[src/rtl/calc_entry_sequencer.sv]
// ---------------------------------------------------------------------------
// calc_entry_sequencer
//
// Purpose:
//   Keypad-driven controller for the calculator datapath. Key events select
//   operand A or B and build it from up to MAX_DIGITS decimal digits. The
//   operator key latches the ALU opcode. EXECUTE issues a start/done
//   handshake with the ALU, and the returned result is held for display.
//   Keys arriving while an ALU operation is in flight are dropped.
//
// Parameters:
//   W           operand/result width in bits
//   MAX_DIGITS  max decimal digits per operand; extra digits are ignored
//   TIMEOUT     max cycles spent waiting for alu_done before aborting
//
// Ports:
//   clk          in   system clock, all logic on the rising edge
//   rst          in   synchronous active-high reset
//   key_valid    in   one-cycle pulse, key_code valid this cycle
//   key_code     in   0-9 digit, 10 ADD, 11 SUB, 12 MUL, 13 EXECUTE,
//                     14 SEL_A, 15 SEL_B
//   alu_done     in   one-cycle pulse from the ALU, alu_result valid
//   alu_result   in   ALU result, sampled when alu_done is high
//   operand_a    out  operand A to the ALU
//   operand_b    out  operand B to the ALU
//   op_code      out  00 add, 01 sub, 10 mul
//   alu_start    out  one-cycle start pulse to the ALU
//   result_out   out  captured ALU result
//   result_valid out  result_out holds a valid result (level)
//   led_a        out  operand A selected for entry
//   led_b        out  operand B selected for entry
//   busy         out  high while an ALU operation is being issued/awaited
//   err          out  sticky error flag, cleared by SEL_A/SEL_B or reset
// ---------------------------------------------------------------------------
module calc_entry_sequencer #(
    parameter int W          = 32,
    parameter int MAX_DIGITS = 2,
    parameter int TIMEOUT    = 255
) (
    input  logic         clk,
    input  logic         rst,
    input  logic         key_valid,
    input  logic [3:0]   key_code,
    input  logic         alu_done,
    input  logic [W-1:0] alu_result,
    output logic [W-1:0] operand_a,
    output logic [W-1:0] operand_b,
    output logic [1:0]   op_code,
    output logic         alu_start,
    output logic [W-1:0] result_out,
    output logic         result_valid,
    output logic         led_a,
    output logic         led_b,
    output logic         busy,
    output logic         err
);

    localparam int DCW = $clog2(MAX_DIGITS + 1);
    localparam int WCW = $clog2(TIMEOUT + 1);

    localparam logic [3:0] KEY_MUL   = 4'd12;
    localparam logic [3:0] KEY_EXEC  = 4'd13;
    localparam logic [3:0] KEY_SEL_A = 4'd14;
    localparam logic [3:0] KEY_SEL_B = 4'd15;

    localparam logic [W-1:0]   TEN        = W'(10);
    localparam logic [DCW-1:0] DIGIT_LIM  = DCW'(MAX_DIGITS);
    localparam logic [WCW-1:0] WAIT_LAST  = WCW'(TIMEOUT - 1);

    typedef enum logic [2:0] {
        S_IDLE,
        S_ENTRY,
        S_ISSUE,
        S_WAIT,
        S_DONE
    } state_t;

    state_t         state, next_state;

    // sel_b low means operand A receives digits
    logic           sel_b, next_sel_b;
    logic [DCW-1:0] digit_cnt, next_digit_cnt;
    logic           op_set, next_op_set;
    logic [WCW-1:0] wait_cnt, next_wait_cnt;

    logic [W-1:0]   next_operand_a, next_operand_b, next_result_out;
    logic [1:0]     next_op_code;
    logic           next_result_valid, next_led_a, next_led_b, next_err;

    logic [W-1:0]   digit_ext;

    assign digit_ext = W'(key_code);

    // The start pulse and busy flag are pure decodes of the state, so the
    // pulse is exactly as long as the single ISSUE cycle.
    assign alu_start = (state == S_ISSUE);
    assign busy      = (state == S_ISSUE) || (state == S_WAIT);

    // State and datapath registers. Everything returns to zero on reset,
    // which also makes operand A the selected operand.
    always_ff @(posedge clk) begin
        if (rst) begin
            state        <= S_IDLE;
            sel_b        <= 1'b0;
            digit_cnt    <= '0;
            op_set       <= 1'b0;
            wait_cnt     <= '0;
            operand_a    <= '0;
            operand_b    <= '0;
            op_code      <= 2'b00;
            result_out   <= '0;
            result_valid <= 1'b0;
            led_a        <= 1'b0;
            led_b        <= 1'b0;
            err          <= 1'b0;
        end else begin
            state        <= next_state;
            sel_b        <= next_sel_b;
            digit_cnt    <= next_digit_cnt;
            op_set       <= next_op_set;
            wait_cnt     <= next_wait_cnt;
            operand_a    <= next_operand_a;
            operand_b    <= next_operand_b;
            op_code      <= next_op_code;
            result_out   <= next_result_out;
            result_valid <= next_result_valid;
            led_a        <= next_led_a;
            led_b        <= next_led_b;
            err          <= next_err;
        end
    end

    // Next-state and register-update logic. Every register holds by default,
    // which is what freezes the operands and opcode during ISSUE/WAIT.
    always_comb begin
        next_state        = state;
        next_sel_b        = sel_b;
        next_digit_cnt    = digit_cnt;
        next_op_set       = op_set;
        next_wait_cnt     = wait_cnt;
        next_operand_a    = operand_a;
        next_operand_b    = operand_b;
        next_op_code      = op_code;
        next_result_out   = result_out;
        next_result_valid = result_valid;
        next_led_a        = led_a;
        next_led_b        = led_b;
        next_err          = err;

        case (state)
            S_IDLE, S_ENTRY, S_DONE: begin
                if (key_valid) begin
                    if (key_code == KEY_SEL_A || key_code == KEY_SEL_B) begin
                        next_sel_b        = (key_code == KEY_SEL_B);
                        next_digit_cnt    = '0;
                        next_led_a        = (key_code == KEY_SEL_A);
                        next_led_b        = (key_code == KEY_SEL_B);
                        next_result_valid = 1'b0;
                        next_err          = 1'b0;
                        next_state        = S_ENTRY;
                        if (key_code == KEY_SEL_B) begin
                            next_operand_b = '0;
                        end else begin
                            next_operand_a = '0;
                        end
                    end else if (key_code <= 4'd9) begin
                        // Digits only build an operand while in ENTRY
                        if (state == S_ENTRY && digit_cnt < DIGIT_LIM) begin
                            next_digit_cnt = digit_cnt + 1'b1;
                            if (sel_b) begin
                                next_operand_b = operand_b * TEN + digit_ext;
                            end else begin
                                next_operand_a = operand_a * TEN + digit_ext;
                            end
                        end
                    end else if (key_code <= KEY_MUL) begin
                        // key_code - 10 for codes 10..12: adding 2 to the
                        // low two bits maps 10->0, 11->1, 12->2.
                        next_op_code = key_code[1:0] + 2'd2;
                        next_op_set  = 1'b1;
                    end else if (key_code == KEY_EXEC) begin
                        if (op_set) begin
                            next_result_valid = 1'b0;
                            next_state        = S_ISSUE;
                        end else begin
                            next_err = 1'b1;
                        end
                    end
                end
            end

            S_ISSUE: begin
                next_wait_cnt = '0;
                next_state    = S_WAIT;
            end

            S_WAIT: begin
                // A done arriving in the last allowed cycle still wins over
                // the timeout.
                if (alu_done) begin
                    next_result_out   = alu_result;
                    next_result_valid = 1'b1;
                    next_state        = S_DONE;
                end else if (wait_cnt == WAIT_LAST) begin
                    next_err   = 1'b1;
                    next_state = S_IDLE;
                end else begin
                    next_wait_cnt = wait_cnt + 1'b1;
                end
            end

            default: begin
                next_state = S_IDLE;
            end
        endcase
    end

endmodule

[config.mk]
export PLATFORM = sky130hd
export DESIGN_NAME = calc_entry_sequencer
export DESIGN_NICKNAME = d
export VERILOG_FILES = /design/src/rtl/calc_entry_sequencer.sv
export SDC_FILE = /design/constraint.sdc
export NUM_CORES = 1
export LEC_CHECK = 0
export CORE_MARGIN = 4
export CORE_UTILIZATION = 30
export DETAILED_ROUTE_END_ITERATION = 16
export PLACE_DENSITY = 0.48
export SYNTH_ARGS = -nofsm -noshare
export SYNTH_HDL_FRONTEND = slang
export SYNTH_SLANG_ARGS = --single-unit
[constraint.sdc]
create_clock -name clk -period 6.1 [get_ports clk]
set_input_delay 1.22 -clock clk [delete_from_list [all_inputs] [get_ports clk]]
set_output_delay 1.22 -clock clk [all_outputs]
set_load 0.05 [all_outputs]
==> impl_metrics.py <==
metrics = {
    "floorplan": {
        "rows": 65,
        "start_util": 0.305,
        "die_h_um": 187,
        "die_area_mm2": 0.0350,
        "io_pins": 144,
        "die_w_um": 187,
        "core_mm2": 0.0316,
    },
    "cells_and_area": {
        "area_growth_pct": 24.4,
        "drive_gt1_frac": 0.0479,
        "final_cell_mix": "nand2_1, clkdlybuf4s50_1, ha_1",
        "final_common_cell": "nand2_1",
        "nFillCells": 3339,
        "nets": 1485,
        "antenna_cells": 0,
        "final_area_mm2": 0.0120,
    },
    "timing": {
        "max_freq_ghz": 0.210,
        "skew_ns": 0.0118,
        "hold_viol_final": 0,
        "setup_ws_ns": 1.35,
        "rsz0062_at_grt": "no",
        "fin_hold_ws_ns": 0.453,
        "finalMaxSlewViolations": 0,
        "totalNegativeSetupSlack_ns": 0,
        "period_needed_ns": 4.75,
        "setup_viol": 0,
        "worst_slew_pin_slew_ns": 1.09,
        "min_period_over_period": 0.779,
        "worst_slew_margin_rel": 0.251,
    },
    "critical_path": {
        "worstPathArrival_ns": 5.06,
        "worst-path-stages": 12,
        "crit_end": "operand_a[31]",
        "cp-end-kind": "flop",
        "r2r_start": "operand_b[1]",
        "cp_slowest_cell": "nor4b_1",
        "r2r_cells": 13,
        "crit_chain": "clkdlybuf4s50_1, ha_1, fa_1, a21o_1, and3b_1, nor3b_1, nand4_1, nor4b_1, nand4b_1, nor4_2, nand4bb_1, a221o_1",
        "critPathLaunchType": "input port",
        "crit_path_start": "key_code[1]",
        "worst-path-buf-inv": 1,
        "crit_required_ns": 6.41,
        "worst-path-max-fanout": 10,
        "path_class": "input port to flop",
        "max_stage_delay_ns": 0.84,
        "r2r_slack_ns": 1.62,
        "reg2reg_to": "operand_b[25]",
        "crit_family": "simple AND/OR/NAND/NOR gates",
    },
    "synth": {
        "ys_top_cells_by_area": "dfxtp_1, ha_1, nand2_1, a21oi_1, xnor2_1",
        "synthSimpleGateAreaFrac": 0.235,
        "synth_xor_xnor_area_share": 0.0882,
        "yosys.area_share.adder": 0.162,
        "syn_avg_cell_area_um2": 7.97,
        "ys_async_sr_fraction": 0,
        "ys_seq_elements": 116,
        "postSynthNetCount": 1371,
        "synth_edf_count": 0,
        "synth_top_area_share": 0.241,
        "ys_types": 81,
        "synth_compound_area_frac": 0.236,
        "synth_top_family_by_area": "compound AO/OA/AOI/OAI gates",
        "yosys_warnings": 0,
        "seq_area_frac_synth": 0.241,
        "synthMuxAreaShare": 0.00753,
        "syn-cell-area_mm2": 0.00964,
        "synthFlopType": "dfxtp_1",
        "synth_top_area_cell": "dfxtp_1",
        "syn_inst": 1209,
    },
    "cts": {
        "numCtsBuffers": 17,
        "htree_levels": 4,
        "root_buffer": "clkbuf_16",
        "path_clk_slew_ns": 0.06,
        "ctsResizeCount": 0,
        "cts_hold_buf": 0,
        "cts_tree": "built",
        "post_cts_buffers": 0,
        "clock_sinks": 116,
        "clk_path_buf_depth": 2,
        "clk_latency_ns": 0.43,
    },
    "detailed_routing": {
        "first_pass_iters": 5,
        "routed_wl_mm": 29.7,
        "num_vias": 9260,
        "drtIter0Drc": 393,
        "drtAntennaViolNets": 0,
        "wl_per_cell_um": 17.1,
        "drc": 0,
        "viasPerCell": 5.33,
    },
    "power": {
        "switching_share": 0.247,
        "p_clk_frac": 0.549,
        "p_switching_w": 0.000463,
        "powerDensity_mw_per_mm2": 156,
        "p_int_w": 0.00141,
        "irDropWorstVdd_mv": 0.181,
        "comb_power_share": 0.044,
        "p_seq_frac": 0.407,
        "leakage_nw": 5.11,
    },
    "global_route": {
        "antenna_found_initial": 0,
        "grt_max_degree": 61,
        "overflow": 0,
        "grt_pass1_vias": 9074,
        "grt_first_pass_wirelength_mm": 48.8,
        "grt_usage": 0.168,
    },
    "flow_run": {
        "cap_violations": 0,
    },
    "worst_hold_path": {
        "hp-class": "flop to flop",
    },
    "placed_design": {
        "port_buffers": 143,
        "dpl_worst_slack_ns": 0.879,
        "hpwl_mm": 22.8,
        "placed_area_mm2": 0.0114,
        "gp_congestion": 0.819,
    },
    "status": {
        "outcome": "completed",
    },
}
-- worst min-delay path by stage --
stage	cells past startpoint	slack, ns	startpoint	to
after floorplan	2	0.45	op_set	op_set
after global placement	2	0.44	result_out[31]	result_out[31]
after detailed placement	2	0.45	result_out[8]	result_out[8]
after CTS	2	0.46	result_out[8]	result_out[8]
after global routing	2	0.48	result_out[27]	result_out[27]
final	2	0.45	result_out[8]	result_out[8]
-- cell type report --
cell class / instances / area, µm² / share of cell area
Inverter: 18 / 67.6 / 0.00564
Timing Repair Buffer: 150 / 1480 / 0.124
Sequential cell: 116 / 2320 / 0.194
Multi-Input combinational cell: 1020 / 7020 / 0.586
Clock buffer: 18 / 439 / 0.0367
Tap cell: 402 / 503 / 0.0420
Clock inverter: 14 / 150 / 0.0125
-- through the flow --
stage | power [W] | util | instances
floorplan | 0.000819 | - | 1209
global placement | 0.000864 | 0.360 | 1706
detailed placement | 0.000864 | 0.360 | 1706
CTS | 0.00191 | 0.379 | 1738
global route | 0.00194 | 0.379 | 1738
finish | 0.00187 | 0.379 | 1738
-- power by group through the flow --
stage          combinational (W)  sequential [W]  clock (W)
3_5_place_dp           0.0000842        0.000780          0
5_1_grt                0.0000901        0.000763    0.00109
6_report               0.0000834        0.000763    0.00103
3_3_place_gp           0.0000843        0.000779          0
2_1_floorplan          0.0000344        0.000784          0
4_1_cts                0.0000848        0.000763    0.00106
-- synthesized netlist by cell type (10+ instances only) --
master,number
xor2_1,42
nor3_1,43
nor2b_1,10
and3_1,24
a21o_1,29
nand3_1,32
a211oi_1,12
and2_1,16
dfxtp_1,116
o211ai_1,10
clkbuf_1,46
a22o_1,16
nor2_1,118
xnor2_1,55
ha_1,118
o21ai_0,25
inv_1,18
nand2_1,150
a21oi_1,112
nand4_1,15
a22oi_1,34
-- layer usage --
metal	up-vias	global-route usage	wire length (µm)
met5	-	0	0
met4	0	0.0341	293
met3	20	0.0272	967
met2	156	0.282	13900
met1	4392	0.229	14600
li1	4692	-	-
-- worst reg2reg max path: cells and delay by family (launching register included) --
| family | cells | cell delay [ns] |
|---|---|---|
| AND/OR/NAND/NOR | 3 | 1.13 |
| XOR/XNOR | 2 | 0.50 |
| AO/OA/AOI/OAI | 5 | 1.38 |
| adder cells (fa/ha/maj) | 3 | 0.92 |
| flip-flops | 1 | 0.43 |
-- sequential cells by signal, indices dropped and copies added, names as in the netlist --
signal / cells
wait_cnt: 8
result_out: 32
operand_a: 32
op_code: 2
state: 3
err: 1
sel_b: 1
led_a: 1
result_valid: 1
op_set: 1
operand_b: 32
digit_cnt: 2
-- kinds of logic after synthesis --
family	Yosys count
AO/OA/AOI/OAI	327
adder cells (fa/ha/maj)	122
buffers and inverters	73
AND/OR/NAND/NOR	467
flip-flops	116
XOR/XNOR	97
multiplexers	7
Power figures use the tool's default switching activity.
